$ cat src/rtl/player_pos_ctl.sv
// Player sprite position controller: synchronises the keyboard direction levels,
// then moves the sprite once per frame with speed ramp-up and clamping to the visible area.
module player_pos_ctl #(
    parameter int HOR_PIXELS = 1024,
    parameter int VER_PIXELS = 768,
    parameter int SPRITE_W   = 32,
    parameter int SPRITE_H   = 32,
    parameter int X_INIT     = 496,
    parameter int Y_INIT     = 368,
    parameter int STEP_MAX   = 4,
    parameter int ACC_FRAMES = 4
) (
    input  logic        clk,
    input  logic        rst_n,
    input  logic        vblnk,
    input  logic        move_up,
    input  logic        move_down,
    input  logic        move_left,
    input  logic        move_right,
    output logic [11:0] xpos,
    output logic [11:0] ypos,
    output logic        moving
);

    localparam logic [1:0] ST_IDLE   = 2'd0;
    localparam logic [1:0] ST_CALC   = 2'd1;
    localparam logic [1:0] ST_COMMIT = 2'd2;

    localparam logic signed [13:0] X_MAX     = 14'(HOR_PIXELS - SPRITE_W);
    localparam logic signed [13:0] Y_MAX     = 14'(VER_PIXELS - SPRITE_H);
    localparam logic [3:0]         SPEED_MAX = 4'(STEP_MAX);
    localparam logic [7:0]         ACC_LAST  = 8'(ACC_FRAMES - 1);

    // Direction vectors are packed as {up, down, left, right}.
    logic [3:0]  r_dir_meta;
    logic [3:0]  r_dir_sync;
    logic        r_vblnk_q;
    logic [1:0]  r_state;
    logic        r_go_up;
    logic        r_go_down;
    logic        r_go_left;
    logic        r_go_right;
    logic [11:0] r_cand_x;
    logic [11:0] r_cand_y;
    logic [11:0] r_xpos;
    logic [11:0] r_ypos;
    logic        r_moving;
    logic [3:0]  r_speed;
    logic [7:0]  r_acc;

    logic        w_frame;
    logic        w_up;
    logic        w_down;
    logic        w_left;
    logic        w_right;
    logic        w_any_move;
    logic [11:0] w_cand_x;
    logic [11:0] w_cand_y;

    // One signed step along an axis, then clamp; the extra headroom bit keeps
    // positions near the top of the 12-bit range from wrapping.
    function automatic logic [11:0] step_clamp(
        input logic [11:0]        pos,
        input logic               inc,
        input logic               dec,
        input logic [3:0]         step,
        input logic signed [13:0] lim
    );
        logic signed [13:0] sum;
        logic [11:0]        res;
        sum = $signed({2'b00, pos});
        if (inc) begin
            sum = sum + $signed({10'd0, step});
        end else if (dec) begin
            sum = sum - $signed({10'd0, step});
        end
        if (sum < 0) begin
            res = 12'd0;
        end else if (sum > lim) begin
            res = lim[11:0];
        end else begin
            res = sum[11:0];
        end
        return res;
    endfunction

    assign w_frame = vblnk & ~r_vblnk_q;

    // Opposing keys cancel each other.
    assign w_up    = r_dir_sync[3] & ~r_dir_sync[2];
    assign w_down  = r_dir_sync[2] & ~r_dir_sync[3];
    assign w_left  = r_dir_sync[1] & ~r_dir_sync[0];
    assign w_right = r_dir_sync[0] & ~r_dir_sync[1];

    assign w_cand_x = step_clamp(r_xpos, w_right, w_left, r_speed, X_MAX);
    assign w_cand_y = step_clamp(r_ypos, w_down,  w_up,   r_speed, Y_MAX);

    assign w_any_move = r_go_up | r_go_down | r_go_left | r_go_right;

    always_ff @(posedge clk) begin
        if (!rst_n) begin
            r_dir_meta <= 4'd0;
            r_dir_sync <= 4'd0;
            r_vblnk_q  <= 1'b0;
            r_state    <= ST_IDLE;
            r_go_up    <= 1'b0;
            r_go_down  <= 1'b0;
            r_go_left  <= 1'b0;
            r_go_right <= 1'b0;
            r_cand_x   <= 12'(X_INIT);
            r_cand_y   <= 12'(Y_INIT);
            r_xpos     <= 12'(X_INIT);
            r_ypos     <= 12'(Y_INIT);
            r_moving   <= 1'b0;
            r_speed    <= 4'd1;
            r_acc      <= 8'd0;
        end else begin
            r_dir_meta <= {move_up, move_down, move_left, move_right};
            r_dir_sync <= r_dir_meta;
            r_vblnk_q  <= vblnk;
            case (r_state)
                ST_IDLE: begin
                    if (w_frame) begin
                        r_state <= ST_CALC;
                    end
                end
                ST_CALC: begin
                    r_go_up    <= w_up;
                    r_go_down  <= w_down;
                    r_go_left  <= w_left;
                    r_go_right <= w_right;
                    r_cand_x   <= w_cand_x;
                    r_cand_y   <= w_cand_y;
                    r_state    <= ST_COMMIT;
                end
                ST_COMMIT: begin
                    r_xpos   <= r_cand_x;
                    r_ypos   <= r_cand_y;
                    r_moving <= (r_cand_x != r_xpos) || (r_cand_y != r_ypos);
                    // Held direction ramps speed even when pinned against a clamp.
                    if (w_any_move) begin
                        if (r_acc == ACC_LAST) begin
                            r_acc <= 8'd0;
                            if (r_speed < SPEED_MAX) begin
                                r_speed <= r_speed + 4'd1;
                            end
                        end else begin
                            r_acc <= r_acc + 8'd1;
                        end
                    end else begin
                        r_speed <= 4'd1;
                        r_acc   <= 8'd0;
                    end
                    r_state <= ST_IDLE;
                end
                default: begin
                    r_state <= ST_IDLE;
                end
            endcase
        end
    end

    assign xpos   = r_xpos;
    assign ypos   = r_ypos;
    assign moving = r_moving;

endmodule

$ cat config.mk
export PLATFORM = sky130hd
export DESIGN_NAME = player_pos_ctl
export DESIGN_NICKNAME = d
export VERILOG_FILES = /design/src/rtl/player_pos_ctl.sv
export SDC_FILE = /design/constraint.sdc
export NUM_CORES = 1
export LEC_CHECK = 0
export ABC_CLOCK_PERIOD_IN_PS = 7900
export CELL_PAD_IN_SITES_DETAIL_PLACEMENT = 2
export CELL_PAD_IN_SITES_GLOBAL_PLACEMENT = 2
export CORE_MARGIN = 2
export CORE_UTILIZATION = 34
export DETAILED_ROUTE_END_ITERATION = 12
export GPL_ROUTABILITY_DRIVEN = 0
export PLACE_DENSITY_LB_ADDON = 0.1
export SYNTH_ARGS = -nofsm -noshare
export SYNTH_HDL_FRONTEND = slang
export SYNTH_SLANG_ARGS = --single-unit
$ cat constraint.sdc
create_clock -name clk -period 7.9 [get_ports clk]
set_input_delay 0.79 -clock clk [delete_from_list [all_inputs] [get_ports clk]]
set_output_delay 0.79 -clock clk [all_outputs]
set_load 0.03 [all_outputs]
Yosys cells after proc, flatten, opt, wreduce, memory -nomap -nowiden
Cells that the tools add are included.
{ "totals": {"regBits": 76, "inputBits": 7, "wordCells": 65} }
{ "op_classes": {"add_sub_neg": 6, "order_cmp": 5, "eq_ne": 8, "muxes": 15, "n_bitwise": 13, "n_reduce_logical": 3} }
{ "op_table": {"columns": ["cell", "count"], "rows": [
  ["$mux 14", 4],
  ["$mux 12", 4],
  ["$gt 14x11->1 const B", 2],
  ["$lt 14x1->1 const B", 2],
  ["$add 12x4->13", 2],
  ["$sub 12x4->13", 2],
  ["$ne 12x12->1", 2],
  ["$mux 8", 2],
  ["$mux 4", 3],
  ["$add 8x1->8 const B", 1],
  ["$eq 8x2->1 const B", 1],
  ["$and 1x1->1", 5],
  ["$not 1->1", 5],
  ["$add 4x1->4 const B", 1],
  ["$lt 4x3->1 const B", 1],
  ["$ne 2x1->1 const B", 2],
  ["$pmux 2 s2", 1],
  ["$or 1x1->1", 3],
  ["$reduce_and 3->1", 1],
  ["$eq 2x1->1 const B", 1],
  ["$eq 2x2->1 const B", 1],
  ["$logic_not 2->1", 1],
  ["$mux 2", 1],
  ["$ne 2x2->1 const B", 1],
  ["$logic_or 1x1->1", 1]
]} }

Longest topological paths before layout
{ "logic_depth": {"ltp_word": 7, "mapped_depth": 11, "mapped_depth_nobuf": 11} }

Worst setup path before layout
No wires, ideal clock.
{ "synth_timing": {"path_kind": "reg2reg", "from": "register r_ypos[0] (netlist: ypos[0])", "to": "register r_cand_y[5]", "setup_ns": 0.134, "arrival_ns": 2.869, "t_required_ns": 7.766, "setup_slack_ns": 4.896, "stages_incl_launch_ff": 12, "n_path_buf": 0, "period_less_slack_ns": 3.004, "path_cell_list": "dfxtp_1 inv_1 ha_1 fa_1 nor2b_1 o21ai_0 a211o_1 a2111oi_0 a221oi_1 o21a_1 o31ai_1 nand3_1"} }
{ "synth_between": {"elab_chain_cells": 6, "word_cells_on_any_way": 8, "classes_between": "add/sub (2); order compare (2); mux (4)"} }
{ "synth_rtl": {"columns": ["element", "line", "source"], "rows": [
  ["start, declared", "46", "logic [11:0] r_ypos;"],
  ["start signal, assigned", "113", "r_ypos <= 12'(Y_INIT);"],
  ["start signal, assigned", "138", "r_ypos <= r_cand_y;"],
  ["$sub 12x4->13", "75", "sum = sum - $signed({10'd0, step});"],
  ["$mux 14", "74", "end else if (dec) begin"],
  ["$mux 14 *", "72", "if (inc) begin"],
  ["$gt 14x11->1", "79", "end else if (sum > lim) begin"],
  ["$mux 12", "79", null],
  ["$mux 12 *", "77", "if (sum < 0) begin"],
  ["end signal, assigned", "111", "r_cand_y <= 12'(Y_INIT);"],
  ["end signal, assigned", "133", "r_cand_y <= w_cand_y;"],
  ["end, declared", "44", "logic [11:0] r_cand_y;"]
]} }
Every way passes the cells marked *; elsewhere a longest branch is shown, timed or not.
A chain may end at the register's enable or synchronous reset.

Worst setup path after layout
{ "layout_timing": {"from": "register r_speed[0]", "to": "register r_cand_y[5]"} }
{ "layout_between": {"elab_chain_cells": 6, "word_cells_on_any_way": 8, "classes_between": "add/sub (2); order compare (2); mux (4)"} }
{ "layout_rtl": {"columns": ["element", "line", "source"], "rows": [
  ["start, declared", "48", "logic [3:0] r_speed;"],
  ["start signal, assigned", "145", "r_speed <= r_speed + 4'd1;"],
  ["$sub 12x4->13", "75", null],
  ["$mux 14", "74", null],
  ["$mux 14 *", "72", null],
  ["$gt 14x11->1", "79", null],
  ["$mux 12", "79", null],
  ["$mux 12 *", "77", null]
]} }
Marked as above.

==> impl_results.md <==
- CTS clk-pin slew, worst paths: approximately 60 ps
- Fill count: about 1500
- Final TNS setup: 0 ps
- Avg Inst Size Synth: just over 8 um2
- Worst-margin pin slew: just under 800 ps
- Global-route wire length before repair: ~24000 um
- GRT Util Overall: between 20 and 25%
- I/O Buffers: 31
- Commonest non-fill, non-tap cell in the layout: nand2_1
- Cells after synthesis: 546
- FF/Latch Area: around 1500 um2
- Synth Cell Area: 4460 um2
- Top cell by count, worst path: a221oi_1
- Crit-path cells: ha_1 -> fa_1 -> nand2b_1 -> a221oi_1 -> a22oi_1 -> a2111oi_0 -> a221oi_1 -> o21a_1 -> o31ai_1 -> nand3_1
- Power Density: about 180 nW/um2
- Largest net degree at the start of global routing: approximately 60
- FF-to-FF setup slack: 4550 ps
- CTS resizes: 0
- Top-level I/O count: 32
- Detail-routed net length per standard cell: between 20 and 25 um
- Layout net count: 591
- Core ar.: roughly 13000 um2
- CTS Root Cell: clkbuf_16
- N_diodes: 0
- Register area share after synthesis: around a third
- Via-to-Cell Ratio: between 5 and 6
- CP Data Required Time: ~8000 ps
- TritonCTS clock tree: done
- Total die area: approximately 14000 um2
- Vias: ~4000
- DP HPWL: 10900 um
- CP max stage cell: a221oi_1
- RSZ-0062 raised after global routing: false
- Status: finished, final reports clean
- Drc violations: 0
- Crit end category: flip-flop
- Clk sinks: 76
- YS warnings: 0
- Fin. Hold Viols: 0
- P&R area growth vs syn: 16.7%
- Initial Utilization: a little over a third
- Syn Nets: ~580
- Cts hold-fix bufs: 0
- Share of layout cells above drive strength 1: under 10%
- Deepest clock path buffer count: 2
- Worst Clk Skew: 3.84 ps
- Initial antenna violation count: 0
- EDFF count, synth: 0
- CP Buf/Inv Count: 0
- VDD IR max: roughly 84 uV
- Synth Flop Type: dfxtp_1
- Row count: a little over 40
- Vias in the first global route: between 4000 and 5000
- DIE WIDTH: roughly 120 um
- Total of max-cap violations: 0
- Asr flop ratio synth: 0%
- Fin worst setup slack: roughly 4500 ps
- Total CTS buffers: 9
- Most frequent cells in the layout: nand2_1 (98), dfxtp_1 (76), nor2_1 (41)
- WL final: roughly 15000 um
- Startpoint type of the worst setup path: flip-flop
- Post-synth cell types: between 60 and 70
- CP delay by family, top: compound AO/OA/AOI/OAI gates
- Die Y-Extent: 119 um
- Setup WS pre-CTS: approximately 4600 ps
- Gr ovfl total: 0
- Crit path arrival time: 3550 ps
- Slew Viols, Final: 0
- Crit path kind: flip-flop to flip-flop
- Hold crit path type: flip-flop to flip-flop
- Relative slew slack: between 40% and 50%
- Initial DRC count: around 230
- Critical path's largest stage delay: ~560 ps
- Total leakage power: roughly 0.0019 uW
- Setup bufs post-CTS: 0
- Latest clock arrival within the worst-skew pair: around 350 ps
- CP Max Fanout: 7
- Final period util: between 40% and 50%
- # setup viols final: 0
- DRT antenna net count: 0
- #FFs+latches synth: 76
- H-tree Lvls: 3
- Fmax: about 300 MHz
- Multi-input gate area: approximately 2800 um2
- Fin crit period: 3350 ps
- DRT Pass-1 Iters: 4
-- stage by stage --
stage	hold WS (ps)	utilization (%)	total power [uW]	cells	area (um2)
final	400	41.0	948	739	5210
after global routing	432	41.0	985	739	5210
after CTS	404	41.0	958	739	5210
after detailed placement	393	38.4	489	723	4880
after global placement	382	38.4	487	723	4880
after floorplan	374	-	461	546	4460
-- registers in the layout, indices dropped and copies added, names as in the netlist, 2 cells and up --
name	count
r_cand_y	12
r_cand_x	12
ypos	12
r_state	2
r_dir_sync	4
r_dir_meta	4
r_acc	8
r_speed	4
xpos	12
-- final timing paths --
kind,from,end,depth (start not counted)
hold reg to reg,r_vblnk_q,r_state[0],1
setup reg to reg,r_speed[0],r_cand_y[5],10
setup / recovery,r_speed[0],r_cand_y[5],10
hold / removal,r_vblnk_q,r_state[0],1
-- cells by family (layout without fill, tap and decap cells) --
| kind of cell | Yosys count | in the layout | synth area share (%) |
|---|---|---|---|
| DFF | 76 | 76 | 34.1 |
| and+or+nand+nor | 246 | 246 | 27.2 |
| adders and majority gates | 22 | 22 | 6.84 |
| muxes | 1 | 1 | 0.224 |
| xor gates and xnor gates | 49 | 49 | 9.61 |
| AOI/OAI and AO/OA | 108 | 108 | 17.9 |
| buffers and inverters | 44 | 65 | 4.15 |
-- Yosys cell counts (3+ instances only) --
| master | number | area (um2) |
|---|---|---|
| nand3_1 | 29 | 145 |
| a32oi_1 | 4 | 35.0 |
| nand2b_1 | 9 | 56.3 |
| o31ai_1 | 3 | 22.5 |
| inv_1 | 14 | 52.6 |
| nor2b_1 | 11 | 68.8 |
| a21boi_0 | 19 | 143 |
| a22oi_1 | 4 | 30.0 |
| a32o_1 | 3 | 30.0 |
| o211ai_1 | 3 | 22.5 |
| o21a_1 | 4 | 30.0 |
| o21ai_0 | 16 | 80.1 |
| clkbuf_1 | 23 | 86.3 |
| o311ai_0 | 4 | 35.0 |
| nor2_1 | 41 | 154 |
| nor3_1 | 8 | 40.0 |
| nand2_1 | 98 | 368 |
| fa_1 | 4 | 80.1 |
| ha_1 | 18 | 225 |
| and3_1 | 6 | 37.5 |
| and2_1 | 11 | 68.8 |
| nand3b_1 | 3 | 22.5 |
| xnor2_1 | 30 | 263 |
| a31oi_1 | 5 | 31.3 |
| nand4_1 | 8 | 50.1 |
| buf_2 | 4 | 20.0 |
| xor2_1 | 19 | 166 |
| a221oi_1 | 5 | 43.8 |
| a21oi_1 | 15 | 75.1 |
| dfxtp_1 | 76 | 1520 |
| a22o_1 | 4 | 35.0 |
| nor4_1 | 4 | 25.0 |
-- routing by layer --
layer  up-vias  global-route usage [%]  share of wire (%)
met4         0                    5.36                1.1
met2        44                    38.2                 49
met3        13                    4.10                2.5
met5         -                       0                  0
met1      2035                    28.6                 48
li1       1929                       -                  -
-- power breakdown --
group          switching [uW]  leakage [uW]  internal (uW)
logic                    44.8       0.00117           28.7
registers                14.2      0.000617            393
clock network             180      0.000152            287
-- worst register-to-register path, delay by kind of cell (launching register included) --
kind,cells,cell delay [ps]
AOI/OAI and AO/OA,6,1970
adders and majority gates,2,570
DFF,1,470
and+or+nand+nor,2,200
-- cell type report --
type / instances / share of cell area (%)
repair buffers: 35 / 6.43
clock buffers: 11 / 4.66
clock inverters: 5 / 1.61
well taps: 172 / 4.13
flip-flops and latches: 76 / 29.2
inverters: 14 / 1.01
multi-input cells: 426 / 53.0
Note: power is estimated with default switching activity, not from simulation.
